==> src/rtl/ps2_pkg.sv <==
// Shared constants and types for the PS/2 mouse device emulator.
// Command, response, ID and magic-rate bytes plus the top FSM states.
package ps2_pkg;

  localparam logic [7:0] CMD_RESET   = 8'hFF;
  localparam logic [7:0] CMD_RATE    = 8'hF3;
  localparam logic [7:0] CMD_GETID   = 8'hF2;
  localparam logic [7:0] CMD_ENABLE  = 8'hF4;
  localparam logic [7:0] CMD_DISABLE = 8'hF5;

  localparam logic [7:0] RSP_ACK = 8'hFA;
  localparam logic [7:0] RSP_BAT = 8'hAA;
  localparam logic [7:0] RSP_ERR = 8'hFE;

  localparam logic [7:0] ID_STD   = 8'h00;
  localparam logic [7:0] ID_WHEEL = 8'h03;

  localparam logic [7:0] RATE_M0 = 8'hC8;
  localparam logic [7:0] RATE_M1 = 8'h64;
  localparam logic [7:0] RATE_M2 = 8'h50;

  localparam int FIFO_AW = 3;

  typedef enum logic [2:0] {
    S_IDLE,
    S_INHIBIT,
    S_RX,
    S_ACK,
    S_GAP,
    S_TX
  } state_t;

  function automatic logic odd_par(input logic [7:0] b);
    return ~^b;
  endfunction

endpackage

==> src/rtl/ps2_byte_fifo.sv <==
// 8-deep byte FIFO holding replies and movement bytes.
// A push while full is dropped; flush empties it in one cycle.
module ps2_byte_fifo
  import ps2_pkg::*;
(
  input  logic       clk,
  input  logic       reset,
  input  logic       push,
  input  logic [7:0] wdata,
  input  logic       pop,
  input  logic       flush,
  output logic [7:0] rdata,
  output logic       empty,
  output logic       full
);

  logic [7:0]         mem [0:(1<<FIFO_AW)-1];
  logic [FIFO_AW-1:0] wp;
  logic [FIFO_AW-1:0] rp;
  logic [FIFO_AW:0]   cnt;
  logic               do_push;
  logic               do_pop;

  assign empty   = (cnt == '0);
  assign full    = cnt[FIFO_AW];
  assign rdata   = mem[rp];
  assign do_push = push & ~full;
  assign do_pop  = pop & ~empty;

  always_ff @(posedge clk) begin
    if (reset || flush) begin
      wp  <= '0;
      rp  <= '0;
      cnt <= '0;
    end else begin
      if (do_push) begin
        mem[wp] <= wdata;
        wp      <= wp + 1'b1;
      end
      if (do_pop) rp <= rp + 1'b1;
      unique case ({do_push, do_pop})
        2'b10:   cnt <= cnt + 1'b1;
        2'b01:   cnt <= cnt - 1'b1;
        default: cnt <= cnt;
      endcase
    end
  end

endmodule

==> src/rtl/ps2mouse_dev.sv <==
// PS/2 mouse device emulator: answers host commands and streams
// 3/4-byte movement packets over open-collector mclk/mdat.
module ps2mouse_dev
  import ps2_pkg::*;
#(
  parameter int CLK_HALF = 32,
  parameter int RTS_MIN  = 256,
  parameter int GAP      = 128
) (
  input  logic       clk,
  input  logic       reset,
  input  logic       mclk_in,
  input  logic       mdat_in,
  output logic       mclk_oe,
  output logic       mdat_oe,
  input  logic       move_valid,
  output logic       move_ready,
  input  logic [7:0] dx,
  input  logic [7:0] dy,
  input  logic [3:0] dz,
  input  logic [2:0] btn,
  output logic       streaming,
  output logic [7:0] dev_id
);

  localparam logic [15:0] HALF_M1 = 16'(CLK_HALF - 1);
  localparam logic [15:0] MID     = 16'(CLK_HALF / 2);
  localparam logic [15:0] RTS     = 16'(RTS_MIN);
  localparam logic [15:0] GAP_M1  = 16'(GAP - 1);

  logic [1:0]  cs_q;
  logic [1:0]  ds_q;
  logic        c_s;
  logic        d_s;
  state_t      state;
  state_t      state_nx;
  logic [15:0] cnt;
  logic [15:0] cnt_nx;
  logic [4:0]  h;
  logic [4:0]  h_nx;
  logic        mclk_nx;
  logic        mdat_nx;
  logic        pop;
  logic        ack_done;
  logic        rx_shift;
  logic        half_end;
  logic [9:0]  rx_sr;
  logic [7:0]  rx_byte;
  logic        frame_ok;
  logic [31:0] pend;
  logic [2:0]  pend_n;
  logic        rate_mode;
  logic [7:0]  hist1;
  logic [7:0]  hist2;
  logic [7:0]  fifo_rdata;
  logic        fifo_empty;
  logic        fifo_full;
  logic [10:0] frame;
  logic        move_go;

  assign c_s      = cs_q[1];
  assign d_s      = ds_q[1];
  assign half_end = (cnt == HALF_M1);
  assign rx_byte  = rx_sr[7:0];
  assign frame_ok = (^rx_sr[8:0]) & rx_sr[9];
  assign frame    = {1'b1, odd_par(fifo_rdata), fifo_rdata, 1'b0};

  assign move_go = (state == S_IDLE) & c_s & streaming & fifo_empty
                 & ~fifo_full & (pend_n == '0) & move_valid;
  assign move_ready = move_go;

  ps2_byte_fifo u_fifo (
    .clk   (clk),
    .reset (reset),
    .push  (pend_n != '0),
    .wdata (pend[7:0]),
    .pop   (pop),
    .flush (ack_done),
    .rdata (fifo_rdata),
    .empty (fifo_empty),
    .full  (fifo_full)
  );

  always_comb begin
    state_nx = state;
    cnt_nx   = cnt;
    h_nx     = h;
    mclk_nx  = 1'b0;
    mdat_nx  = 1'b0;
    pop      = 1'b0;
    ack_done = 1'b0;
    rx_shift = 1'b0;
    unique case (state)
      S_IDLE: begin
        cnt_nx = '0;
        h_nx   = '0;
        if (!c_s) state_nx = S_INHIBIT;
        else if (!fifo_empty) state_nx = S_GAP;
      end
      S_INHIBIT: begin
        if (!c_s) begin
          if (cnt < RTS) cnt_nx = cnt + 16'd1;
        end else begin
          cnt_nx   = '0;
          h_nx     = '0;
          state_nx = (cnt >= RTS && !d_s) ? S_RX : S_IDLE;
        end
      end
      S_RX: begin
        mclk_nx  = h[0];
        rx_shift = !h[0] && (h != '0) && (cnt == MID);
        cnt_nx   = half_end ? '0 : cnt + 16'd1;
        if (half_end) begin
          h_nx = (h == 5'd20) ? '0 : h + 5'd1;
          if (h == 5'd20) state_nx = S_ACK;
        end
      end
      S_ACK: begin
        mdat_nx = 1'b1;
        mclk_nx = (h == '0);
        cnt_nx  = half_end ? '0 : cnt + 16'd1;
        if (half_end) begin
          h_nx = h + 5'd1;
          if (h == 5'd1) begin
            state_nx = S_IDLE;
            ack_done = 1'b1;
          end
        end
      end
      S_GAP: begin
        cnt_nx = cnt + 16'd1;
        if (!c_s) begin
          state_nx = S_INHIBIT;
          cnt_nx   = '0;
        end else if (cnt == GAP_M1) begin
          state_nx = S_TX;
          cnt_nx   = '0;
          h_nx     = '0;
        end
      end
      S_TX: begin
        mclk_nx = h[0];
        mdat_nx = ~frame[h[4:1]];
        // Skip the first cycles of a high half: the released clock
        // needs time to come back through the synchronizer.
        if (!h[0] && cnt >= 16'd4 && !c_s) begin
          state_nx = S_INHIBIT;
          cnt_nx   = '0;
          h_nx     = '0;
          mclk_nx  = 1'b0;
          mdat_nx  = 1'b0;
        end else begin
          cnt_nx = half_end ? '0 : cnt + 16'd1;
          if (half_end) begin
            h_nx = h + 5'd1;
            if (h == 5'd21) begin
              state_nx = S_IDLE;
              h_nx     = '0;
              pop      = 1'b1;
            end
          end
        end
      end
      default: state_nx = S_IDLE;
    endcase
  end

  always_ff @(posedge clk) begin
    if (reset) begin
      cs_q      <= 2'b11;
      ds_q      <= 2'b11;
      state     <= S_IDLE;
      cnt       <= '0;
      h         <= '0;
      mclk_oe   <= 1'b0;
      mdat_oe   <= 1'b0;
      rx_sr     <= '0;
      pend      <= '0;
      pend_n    <= '0;
      rate_mode <= 1'b0;
      hist1     <= '0;
      hist2     <= '0;
      streaming <= 1'b0;
      dev_id    <= ID_STD;
    end else begin
      cs_q    <= {cs_q[0], mclk_in};
      ds_q    <= {ds_q[0], mdat_in};
      state   <= state_nx;
      cnt     <= cnt_nx;
      h       <= h_nx;
      mclk_oe <= mclk_nx;
      mdat_oe <= mdat_nx;
      if (rx_shift) rx_sr <= {d_s, rx_sr[9:1]};
      if (pend_n != '0) begin
        pend   <= {8'h00, pend[31:8]};
        pend_n <= pend_n - 3'd1;
      end
      if (move_go) begin
        pend   <= {{4{dz[3]}}, dz, dy, dx,
                   2'b00, dy[7], dx[7], 1'b1, btn};
        pend_n <= (dev_id == ID_WHEEL) ? 3'd4 : 3'd3;
      end
      if (ack_done) begin
        pend   <= {24'h0, RSP_ACK};
        pend_n <= 3'd1;
        if (!frame_ok) begin
          pend <= {24'h0, RSP_ERR};
        end else if (rate_mode) begin
          // Only the two newest rates are needed to spot the magic run.
          rate_mode <= 1'b0;
          hist1     <= hist2;
          hist2     <= rx_byte;
          if (hist1 == RATE_M0 && hist2 == RATE_M1
              && rx_byte == RATE_M2) dev_id <= ID_WHEEL;
        end else begin
          unique case (1'b1)
            (rx_byte == CMD_RESET): begin
              pend      <= {8'h0, ID_STD, RSP_BAT, RSP_ACK};
              pend_n    <= 3'd3;
              streaming <= 1'b0;
              dev_id    <= ID_STD;
              hist1     <= '0;
              hist2     <= '0;
            end
            (rx_byte == CMD_RATE):    rate_mode <= 1'b1;
            (rx_byte == CMD_GETID): begin
              pend   <= {16'h0, dev_id, RSP_ACK};
              pend_n <= 3'd2;
            end
            (rx_byte == CMD_ENABLE):  streaming <= 1'b1;
            (rx_byte == CMD_DISABLE): streaming <= 1'b0;
            default: ;
          endcase
        end
      end
    end
  end

endmodule
==> config.mk <==
export PLATFORM = sky130hd
export DESIGN_NAME = ps2mouse_dev
export DESIGN_NICKNAME = d
export VERILOG_FILES = /design/src/rtl/ps2_pkg.sv /design/src/rtl/ps2_byte_fifo.sv /design/src/rtl/ps2mouse_dev.sv
export SDC_FILE = /design/constraint.sdc
export NUM_CORES = 1
export LEC_CHECK = 0
export ABC_CLOCK_PERIOD_IN_PS = 3700
export CORE_MARGIN = 4
export CORE_UTILIZATION = 60
export DETAILED_ROUTE_END_ITERATION = 16
export GPL_TIMING_DRIVEN = 0
export PLACE_DENSITY = 0.84
export SETUP_SLACK_MARGIN = 0.3
export SLEW_MARGIN = 20
export SYNTH_ARGS = -nofsm -noshare
export SYNTH_HDL_FRONTEND = slang
export SYNTH_HIERARCHICAL = 1
export SYNTH_SLANG_ARGS = --single-unit
==> constraint.sdc <==
create_clock -name clk -period 3.7 [get_ports clk]
set_input_delay 0.74 -clock clk [delete_from_list [all_inputs] [get_ports clk]]
set_output_delay 0.74 -clock clk [all_outputs]
set_load 0.01 [all_outputs]
# After elaboration in Yosys (flattened, before gate mapping)

Memories as Yosys holds them, arrays and structs flattened. A register that Yosys moved wholly into a read port is not among the register bits.
Cells that the tools add are included.

Multiplexer cells: 72
Equal/unequal tests: 35
Bitwise operators: 13
Add/sub/neg operators: 7
Magnitude comparators: 4
Reduce and logical (&&, ||, !) cells: 34

Operators by type and width:

| cell                                                               | number |
|---|---|
| 2-to-1 mux 16 bit                                                  | 8 |
| 2-to-1 mux 32 bit                                                  | 3 |
| one-hot mux 16 bit (5 select lines)                                | 1 |
| 2-to-1 mux 3 bit                                                   | 18 |
| == test 8 bit, second input constant                               | 6 |
| 2-to-1 mux 5 bit                                                   | 9 |
| 2-to-1 mux 8 bit                                                   | 5 |
| == test 16 x 5 -> 1 bit, second input constant                     | 2 |
| one-hot mux 16 bit (2 select lines)                                | 1 |
| one-hot mux 5 bit (6 select lines)                                 | 1 |
| one-hot mux 3 bit (6 select lines)                                 | 1 |
| adder 16 x 1 -> 16 bit, second input constant                      | 1 |
| == test 16 x 7 -> 1 bit, second input constant                     | 1 |
| == test 8 x 7 -> 1 bit, second input constant                      | 2 |
| greater-or-equal comparator 16 x 3 -> 1 bit, second input constant | 1 |
| greater-or-equal comparator 16 x 9 -> 1 bit, second input constant | 1 |
| less-than comparator 16 x 9 -> 1 bit, second input constant        | 1 |
| 2-to-1 mux 1 bit                                                   | 16 |
| inequality test 3 bit, second input constant                       | 5 |
| inequality test 2 bit, second input constant                       | 7 |
| == test 5 bit, second input constant                               | 2 |
| nonzero test 5 bit                                                 | 2 |
| AND 1 bit                                                          | 9 |
| AND reduction 9 bit                                                | 1 |
| other kinds (37)                                                   | 61 |

Memory bits (writable): 64
Word-level logic and storage cells: 184
Register bits after elaboration: 111
Memories kept: 1
Output and inout bits: 12
Input bits: 28

Memories:

| memory     | words | width | rd ports | clocked after memory_dff | write ports | RTL line            | RTL |
|---|---|---|---|---|---|---|---|
| u_fifo.mem | 8     | 8     | 1        | 1                        | 1           | ps2_byte_fifo.sv:17 | `logic [7:0] mem [0:(1<<FIFO_AW)-1];` |

# Logic depth before layout (Yosys ltp)

Gate-level depths: netlist of the first run.

Depth after elaboration: 9
Mapped depth: 15
Gate-level depth less buffers: 15

# Hierarchy

Netlist of the first run, hierarchy kept.

By module, submodules not included:

| module        | seq. area each (µm²) | instances | cells each | area each (µm²) |
|---|---|---|---|---|
| ps2mouse_dev  | 1801.7               | 1         | 546        | 4675.7 |
| ps2_byte_fifo | 2182.1               | 1         | 168        | 3124.2 |

# Worst setup path after synthesis of the first run

OpenSTA, ideal clock, no wires.

Path type: flip-flop to flip-flop
From: register h[1]
To: memory u_fifo.mem[0][0] (enable)
Data required time: 3.317 ns
Path buffers: 1
Library setup time: 0.383 ns
Slack: 0.768 ns
Arrival time: 2.549 ns
Cell stages (with the launch flop): 10
Period minus slack after synthesis: 2.932 ns
Cells stage by stage: dfxtp_1 -> inv_1 -> ha_1 -> nor2b_1 -> nand2_1 -> nor3_1 -> clkbuf_1 -> or2_2 -> or3_1 -> nor3_1

Word-level cells in the longest chain between the ends: 7

Ends and longest elaborated chain:

| what                                   | RTL line            | RTL |
|---|---|---|
| from (decl)                            | ps2mouse_dev.sv:39  | `logic [4:0] h;` |
| from (signal assigned)                 | ps2mouse_dev.sv:190 | `h <= h_nx;` |
| == test 5 x 1 -> 1 bit                 | ps2mouse_dev.sv:124 | `if (h == 5'd1) begin` |
| 2-to-1 mux 1 bit                       | ps2mouse_dev.sv:124 |  |
| 2-to-1 mux 1 bit                       | ps2mouse_dev.sv:122 | `if (half_end) begin` |
| 2-to-1 mux 1 bit                       | ps2mouse_dev.sv:93  | `unique case (state)` |
| named net ack_done                     | ps2mouse_dev.sv:44  | `logic ack_done;` |
| logical OR 1 bit                       | ps2_byte_fifo.sv:31 | `if (reset \|\| flush) begin` |
| 2-to-1 mux 1 bit                       | ps2_byte_fifo.sv:31 |  |
| 2-to-1 mux 1 bit (not written as such) | ps2_byte_fifo.sv:37 | `mem[wp] <= wdata;` |
| to (decl)                              | ps2_byte_fifo.sv:17 |  |

The timed path passes the listed nets, and every way through them passes these cells.

# Worst setup path after layout of the first run

From: register h[1]
To: memory u_fifo.mem[4][2] (enable)

Same word-level chain as after synthesis.

==> out/metrics.csv, run 1 <==
stage;metric;value;unit
outcome;status;completed;
timing;Hold Vio Cnt, Final;0;
global_routing;vias in the first global route;5922;
synthesis;Unique masters post-synth;75;
clocking;CTS Buffer Depth;2;
synthesis;register area share after synthesis;51.07;%
timing;Final period util;90.77;%
route;drt wl/cell;19.09;um
route;DRT Pass-1 Iters;5;
timing;final setup violation count;0;
timing;Max Slew Vio Count;0;
global_routing;largest net degree at the start of global routing;17;
power_and_ir_drop;Internal Power;3.728;mW
floorplan;core box area;0.01267;mm2
synthesis;synth warn;6;
job;Max Cap Violations;0;
critical_path;Worst EP required;3.77;ns
critical_path;reg2reg end;u_fifo/mem[4][2];
cells_and_area;ratio of cells with drive above 1 in the final layout;11.69;%
critical_path;cell family with most CP delay;simple AND/OR/NAND/NOR gates;
cells_and_area;ANT cells;0;
place;routability cong.;0.9185;
route;Initial DRC Count;570;
synthesis;FFs w/ async S/R, synth;0;%
critical_path;origin of the critical flop-to-flop path;h[1];
cells_and_area;commonest non-fill, non-tap cell in the layout;dfxtp_1;
route;via count;5992;
global_routing;GR Overflow Total;0;
power_and_ir_drop;Seq pwr share;43.3;%
timing;Worst Skew;0.01037;ns
clocking;clk_lat worst skew;0.43;ns
synthesis;Post-Synthesis Cell Area;0.007800;mm2
cells_and_area;area grow syn2layout;15.90;%
route;Post-route DRC;0;
place;dpl cell area;0.008364;mm2
global_routing;first-pass GRT wire length;29290;um
critical_path;type of origin of the critical path;flop;
power_and_ir_drop;combinational share of power;23.7;%
cells_and_area;final instance area;0.009040;mm2
timing;max_slew headroom;42.35;%
power_and_ir_drop;Net Sw Power;1.655;mW
clocking;Clock Sinks;167;
cells_and_area;non-filler cells, final;959;
clocking;clock root cell;clkbuf_16;
place;pre-CTS WS;0.01378;ns
floorplan;initial core utilization;61.56;%
worst_hold_path;WHS Path Cells;1;
floorplan;io pins;40;
timing;unrepaired setup endpoints after global routing;yes;
timing;setup TNS;0;ns
timing;clock period minus worst slack;3.359;ns
route;ANT nets after route;0;
synthesis;syn_area_per_cell;10.92;um2
critical_path;largest stage delay on the critical path;0.47;ns
critical_path;CP max-delay cell;dfxtp_1;
critical_path;CP Cell Sequence;inv_1 -> ha_1 -> nor2b_1 -> nand2_1 -> nor3_2 -> clkbuf_1 -> or2_2 -> or3_1 -> nor2_2;
worst_hold_path;Worst Hold Path EP;cs_q[1];
route;Via-to-Cell Ratio;6.248;
clocking;H-tree levels;4;
global_routing;initial antenna violation count;0;
clocking;Clock Pin Slew Worst Setup and Hold Paths;0.07;ns
place;placed insts;924;
critical_path;Arr. time, crit path;3.43;ns
global_routing;total track usage;25.44;%
floorplan;Chip Width;122.0;um
critical_path;crit path capture type;flop;
critical_path;R2R depth;9;
cells_and_area;most frequent cells in the layout;dfxtp_1 (103), nor2_1 (84), edfxtp_1 (64);
synthesis;Main synth FF type;dfxtp_1;
clocking;CTS Buf Count;17;
power_and_ir_drop;Sw Ratio;30.74;%
critical_path;Buf/Inv on CP;2;
timing;worst-margin pin slew;0.8582;ns
synthesis;Cells after Synth;714;
power_and_ir_drop;Peak VDD IR;426.5;uV
power_and_ir_drop;Leak Pwr;3.240;nW
power_and_ir_drop;Clk pwr share;33.0;%
place;port bufs;33;
critical_path;Worst Path Max Fanout;11;
critical_path;kind of critical path;flop to flop;
synthesis;EDFF count, synth;64;
floorplan;die height;122.0;um
critical_path;Reg2Reg Setup Slack;0.34;ns
power_and_ir_drop;Overall Power;5.383;mW
power_and_ir_drop;Pwr Density;595.5;mW/mm2
worst_hold_path;Min-Delay Path Class;flop to flop;
cells_and_area;Fill cells;867;
place;DP HPWL;12470;um
worst_hold_path;hold wc startpoint;cs_q[0];
route;WL final;18300;um
timing;Final WS setup;0.3414;ns
synthesis;#FFs+latches synth;167;
cells_and_area;fin nets;825;
floorplan;die area;0.01489;mm2
timing;fmax;297.7;MHz
clocking;CTS tree;done;
floorplan;# rows;41;
[stage by stage]
| stage | hold WS (ns) | util (%) |
|---|---|---|
| after CTS | 0.4113 | 70.76 |
| after global placement | 0.3932 | 66.01 |
| after detailed placement | 0.3957 | 66.01 |
| after floorplan | 0.3895 | - |
| after global routing | 0.4301 | 71.34 |
| final | 0.4102 | 71.34 |
[cells in the mapped netlist, types with 11 or more instances]
cell type / instances / area [um2]
edfxtp_1: 64 / 1922
nand3_1: 25 / 125.1
nor3_1: 27 / 135.1
a22o_1: 12 / 105.1
xnor2_1: 16 / 140.1
xor2_1: 13 / 113.9
ha_1: 23 / 287.8
nor2_1: 87 / 326.6
nand2_1: 37 / 138.9
dfxtp_1: 103 / 2062
nand4_1: 12 / 75.07
a21oi_1: 35 / 175.2
and3_1: 11 / 68.82
o21ai_0: 13 / 65.06
mux2i_1: 23 / 230.2
inv_1: 25 / 93.84
clkbuf_1: 27 / 101.4
mux4_1: 15 / 394.1
[how the worst max path moves through the flow]
| stage | startpoint | endpoint | slack, ns | cells after the start |
|---|---|---|---|---|
| 6_report | h[1] | u_fifo/mem[4][2] | 0.34 | 9 |
| 5_1_grt | h[1] | u_fifo/mem[2][3] | 0.21 | 9 |
| 4_1_cts | u_fifo/cnt[1] | move_ready | 0.06 | 6 |
| 3_5_place_dp | move_valid | move_ready | 0.01 | 6 |
| 3_3_place_gp | move_valid | move_ready | 0.02 | 6 |
| 2_1_floorplan | h[1] | u_fifo/mem[0][0] | 0.77 | 9 |
[registers in the layout (all words and copies together), names as in the netlist, 2 cells and up, named ones only]
signal	cells
cs_q	2
state	3
hist1	8
ds_q	2
rx_sr	10
pend	28
u_fifo/mem	64
hist2	8
cnt	16
u_fifo/cnt	4
pend_n	3
u_fifo/rp	3
u_fifo/wp	3
h	5
[layer usage]
layer  vias to the layer above  track usage, %  share of wire, %
met5                         -               0                 0
met4                         0           10.92               3.4
met3                        68           5.942               7.7
met2                       310           42.51                49
met1                      2878           31.75                40
li1                       2736               -                 -
[power by group through the flow]
stage / logic, mW / registers (mW) / clock network [mW]
finish: 1.28 / 2.33 / 1.78
global route: 1.38 / 2.35 / 1.88
CTS: 1.21 / 2.32 / 1.78
detailed placement: 1.18 / 2.35 / 0
global placement: 1.13 / 2.33 / 0
floorplan: 0.913 / 2.29 / 0
[cell families (layout without fill, tap and decap cells)]
logic type / count (synthesis) / in the layout / share of synthesized area [%]
buf+inv: 71 / 139 / 4.475
simple gates: 254 / 254 / 16.75
fa+ha+maj: 23 / 23 / 3.689
flops: 167 / 167 / 51.07
compound gates: 120 / 120 / 10.68
mux: 48 / 48 / 9.737
xor+xnor: 30 / 30 / 3.545
other cells: 1 / 6 / 0.04808
[cell type report]
class                           count  area, um2  area share (%)
Inverter                           25      93.84           1.038
Multi-Input combinational cell    481       3531           39.06
Buffer                             46      264.0           2.920
Clock inverter                     12      140.1           1.550
Clock buffer                       20      446.7           4.941
Timing Repair Buffer               36      365.4           4.042
Sequential cell                   167       3984           44.07
Tap cell                          172      215.2           2.381
[timing repair]
item	in CTS	in global routing
pin swaps	0	2
setup buffers	0	3
hold buffers	0	0
endpoints found under the setup margin	27	78
gates resized for setup	6	11
Note: power is estimated with default switching activity, not from simulation.
==> inputs of run 2 (changes only) <==
==> constraint.sdc (replaced) <==
create_clock -name clk -period 3.7 [get_ports clk]
set_input_delay 0.74 -clock clk [delete_from_list [all_inputs] [get_ports clk]]
set_output_delay 0.74 -clock clk [all_outputs]
set_load 0.02 [all_outputs]
==> run 2 against run 1 <==
Sequential share of layout area is essentially flat. Critical path depth is the same. Hold slack is essentially flat. Maximum frequency is essentially flat. Clock power is essentially flat. Clock skew grew 0.0012 ns.
==> out/metrics.csv, run 2 (synthesized netlist as in run 1, its figures left out) <==
stage;metric;value;unit;change
global_routing;GR Overflow Total;0;;unchanged
power_and_ir_drop;Pwr Density;595.4;mW/mm2;about the same
cells_and_area;area grow syn2layout;15.86;%;about the same
route;drt wl/cell;19.15;um;+0.31%
cells_and_area;final instance area;0.009037;mm2;about the same
floorplan;io pins;40;;unchanged
global_routing;initial antenna violation count;0;;unchanged
timing;worst-margin pin slew;0.8372;ns;-0.02101 ns
critical_path;Arr. time, crit path;3.42;ns;about the same
cells_and_area;max reg flops;64;;unchanged
timing;Worst Skew;0.01153;ns;+0.001159 ns
floorplan;die height;122.0;um;unchanged
place;DP HPWL;12470;um;unchanged
critical_path;kind of critical path;flop to flop;;
clocking;CTS Buf Count;17;;unchanged
clocking;H-tree levels;4;;unchanged
timing;max_slew headroom;43.76;%;+1.4 points
clocking;CTS tree;done;;
global_routing;first-pass GRT wire length;29320;um;about the same
job;Max Cap Violations;0;;unchanged
route;Initial DRC Count;627;;+10%
cells_and_area;Top Registers;u_fifo/mem x64, pend x28, cnt x16;;
outcome;status;completed;;
timing;Max Slew Vio Count;0;;unchanged
critical_path;Worst EP required;3.77;ns;about the same
floorplan;Chip Width;122.0;um;unchanged
cells_and_area;fin nets;825;;unchanged
cells_and_area;ratio of cells with drive above 1 in the final layout;11.56;%;-0.13 points
power_and_ir_drop;Leak Pwr;3.261;nW;+0.67%
worst_hold_path;Min-Delay Path Class;flop to flop;;
clocking;Clock Pin Slew Worst Setup and Hold Paths;0.07;ns;about the same
clocking;hold buffers post-CTS;0;;unchanged
route;Post-route DRC;0;;unchanged
timing;clock period minus worst slack;3.356;ns;-0.002498 ns
critical_path;type of origin of the critical path;flop;;
place;routability cong.;0.9185;;unchanged
cells_and_area;commonest non-fill, non-tap cell in the layout;dfxtp_1;;
power_and_ir_drop;Peak VDD IR;427.4;uV;+0.21%
floorplan;die area;0.01489;mm2;unchanged
route;DRT Pass-1 Iters;5;;unchanged
timing;final setup violation count;0;;unchanged
cells_and_area;most frequent cells in the layout;dfxtp_1 (103), nor2_1 (84), edfxtp_1 (64);;
global_routing;largest net degree at the start of global routing;17;;unchanged
timing;unrepaired setup endpoints after global routing;yes;;
global_routing;vias in the first global route;5924;;+0.034%
place;port bufs;33;;unchanged
place;dpl cell area;0.008364;mm2;unchanged
timing;Hold Vio Cnt, Final;0;;unchanged
timing;Final period util;90.71;%;about the same
route;Via-to-Cell Ratio;6.251;;about the same
floorplan;initial core utilization;61.56;%;unchanged
critical_path;crit path capture type;flop;;
floorplan;core box area;0.01267;mm2;unchanged
route;via count;5995;;+0.050%
clocking;Clock Sinks;167;;unchanged
clocking;clock root cell;clkbuf_16;;
cells_and_area;register with the highest flop count;u_fifo/mem;;
timing;setup TNS;0;ns;unchanged
cells_and_area;ANT cells;0;;unchanged
floorplan;# rows;41;;unchanged
route;WL final;18360;um;+0.31%
route;ANT nets after route;0;;unchanged
critical_path;Worst Path Max Fanout;11;;unchanged
clocking;clk_lat worst skew;0.43;ns;about the same
clocking;CTS Buffer Depth;2;;unchanged
timing;fmax;298.0;MHz;about the same
global_routing;total track usage;25.46;%;about the same
==> run 2: metal layers <==
metal	wire, um	global-route usage, %
met2	9030	42.51
met5	0	0
met1	7249	31.81
met4	511	10.92
met3	1570	5.942
==> run 2: worst max-delay path, stage by stage, from the launching register on <==
cell and delay [ns]:
dfxtp_1 0.47, inv_1 0.16, ha_1 0.22, nor2b_1 0.15, nand2_1 0.19, nor3_2 0.14
clkbuf_1 0.32, or2_2 0.41, or3_1 0.45, nor2_2 0.46
==> run 2: what timing repair did <==
| action | 4_1_cts | 5_1_grt |
|---|---|---|
| endpoints found under the setup margin | 27 | 78 |
| setup buffers | 0 | 3 |
| gates cloned | 0 | 0 |
| gates resized for setup | 7 | 7 |
| pin swaps | 0 | 2 |
| hold endpoints to repair | 0 | 0 |
==> run 2: where the power goes <==
| group | switching [mW] | internal [mW] |
|---|---|---|
| sequential | 0.174 | 2.16 |
| combinational | 0.731 | 0.543 |
| clock | 0.751 | 1.02 |
==> run 2: worst paths after layout <==
check        slack (ns)  depth (start not counted)  startpoint          endpoint
max                0.34                          9        h[1]  u_fifo/mem[4][2]
min                0.41                          1     cs_q[0]           cs_q[1]
max reg2reg        0.34                          9        h[1]  u_fifo/mem[4][2]
min reg2reg        0.41                          1     cs_q[0]           cs_q[1]
==> run 2: cell type report <==
class,instances,area [um2]
Sequential cell,167,3984
Fill cell,868,3633
Multi-Input combinational cell,481,3531
Clock buffer,20,446.7
Timing Repair Buffer,36,367.9
Buffer,46,259.0
Tap cell,172,215.2
Clock inverter,12,140.1
Inverter,25,93.84
==> run 2: metrics by stage <==
step | power (mW) | hold slack [ns] | instances | util (%) | worst slack (ns)
after detailed placement | 3.532 | 0.3957 | 924 | 66.01 | -0.05395
after floorplan | 3.209 | 0.3895 | 719 | - | 0.7677
after global routing | 5.613 | 0.4301 | 959 | 71.32 | 0.2122
final | 5.381 | 0.4097 | 959 | 71.32 | 0.3439
after CTS | 5.323 | 0.4113 | 956 | 70.81 | 0.05660
after global placement | 3.461 | 0.3932 | 924 | 66.01 | -0.05043
==> inputs of run 3 (changes only) <==
--- a/config.mk
+++ b/config.mk
@@ -10,6 +10,7 @@
 export CORE_UTILIZATION = 60
 export DETAILED_ROUTE_END_ITERATION = 16
 export GPL_TIMING_DRIVEN = 0
+export HOLD_SLACK_MARGIN = 0.12
 export PLACE_DENSITY = 0.84
 export SETUP_SLACK_MARGIN = 0.3
 export SLEW_MARGIN = 20
==> results of run 3 <==
Final layout, timing and power as in run 2 (identical DEF).
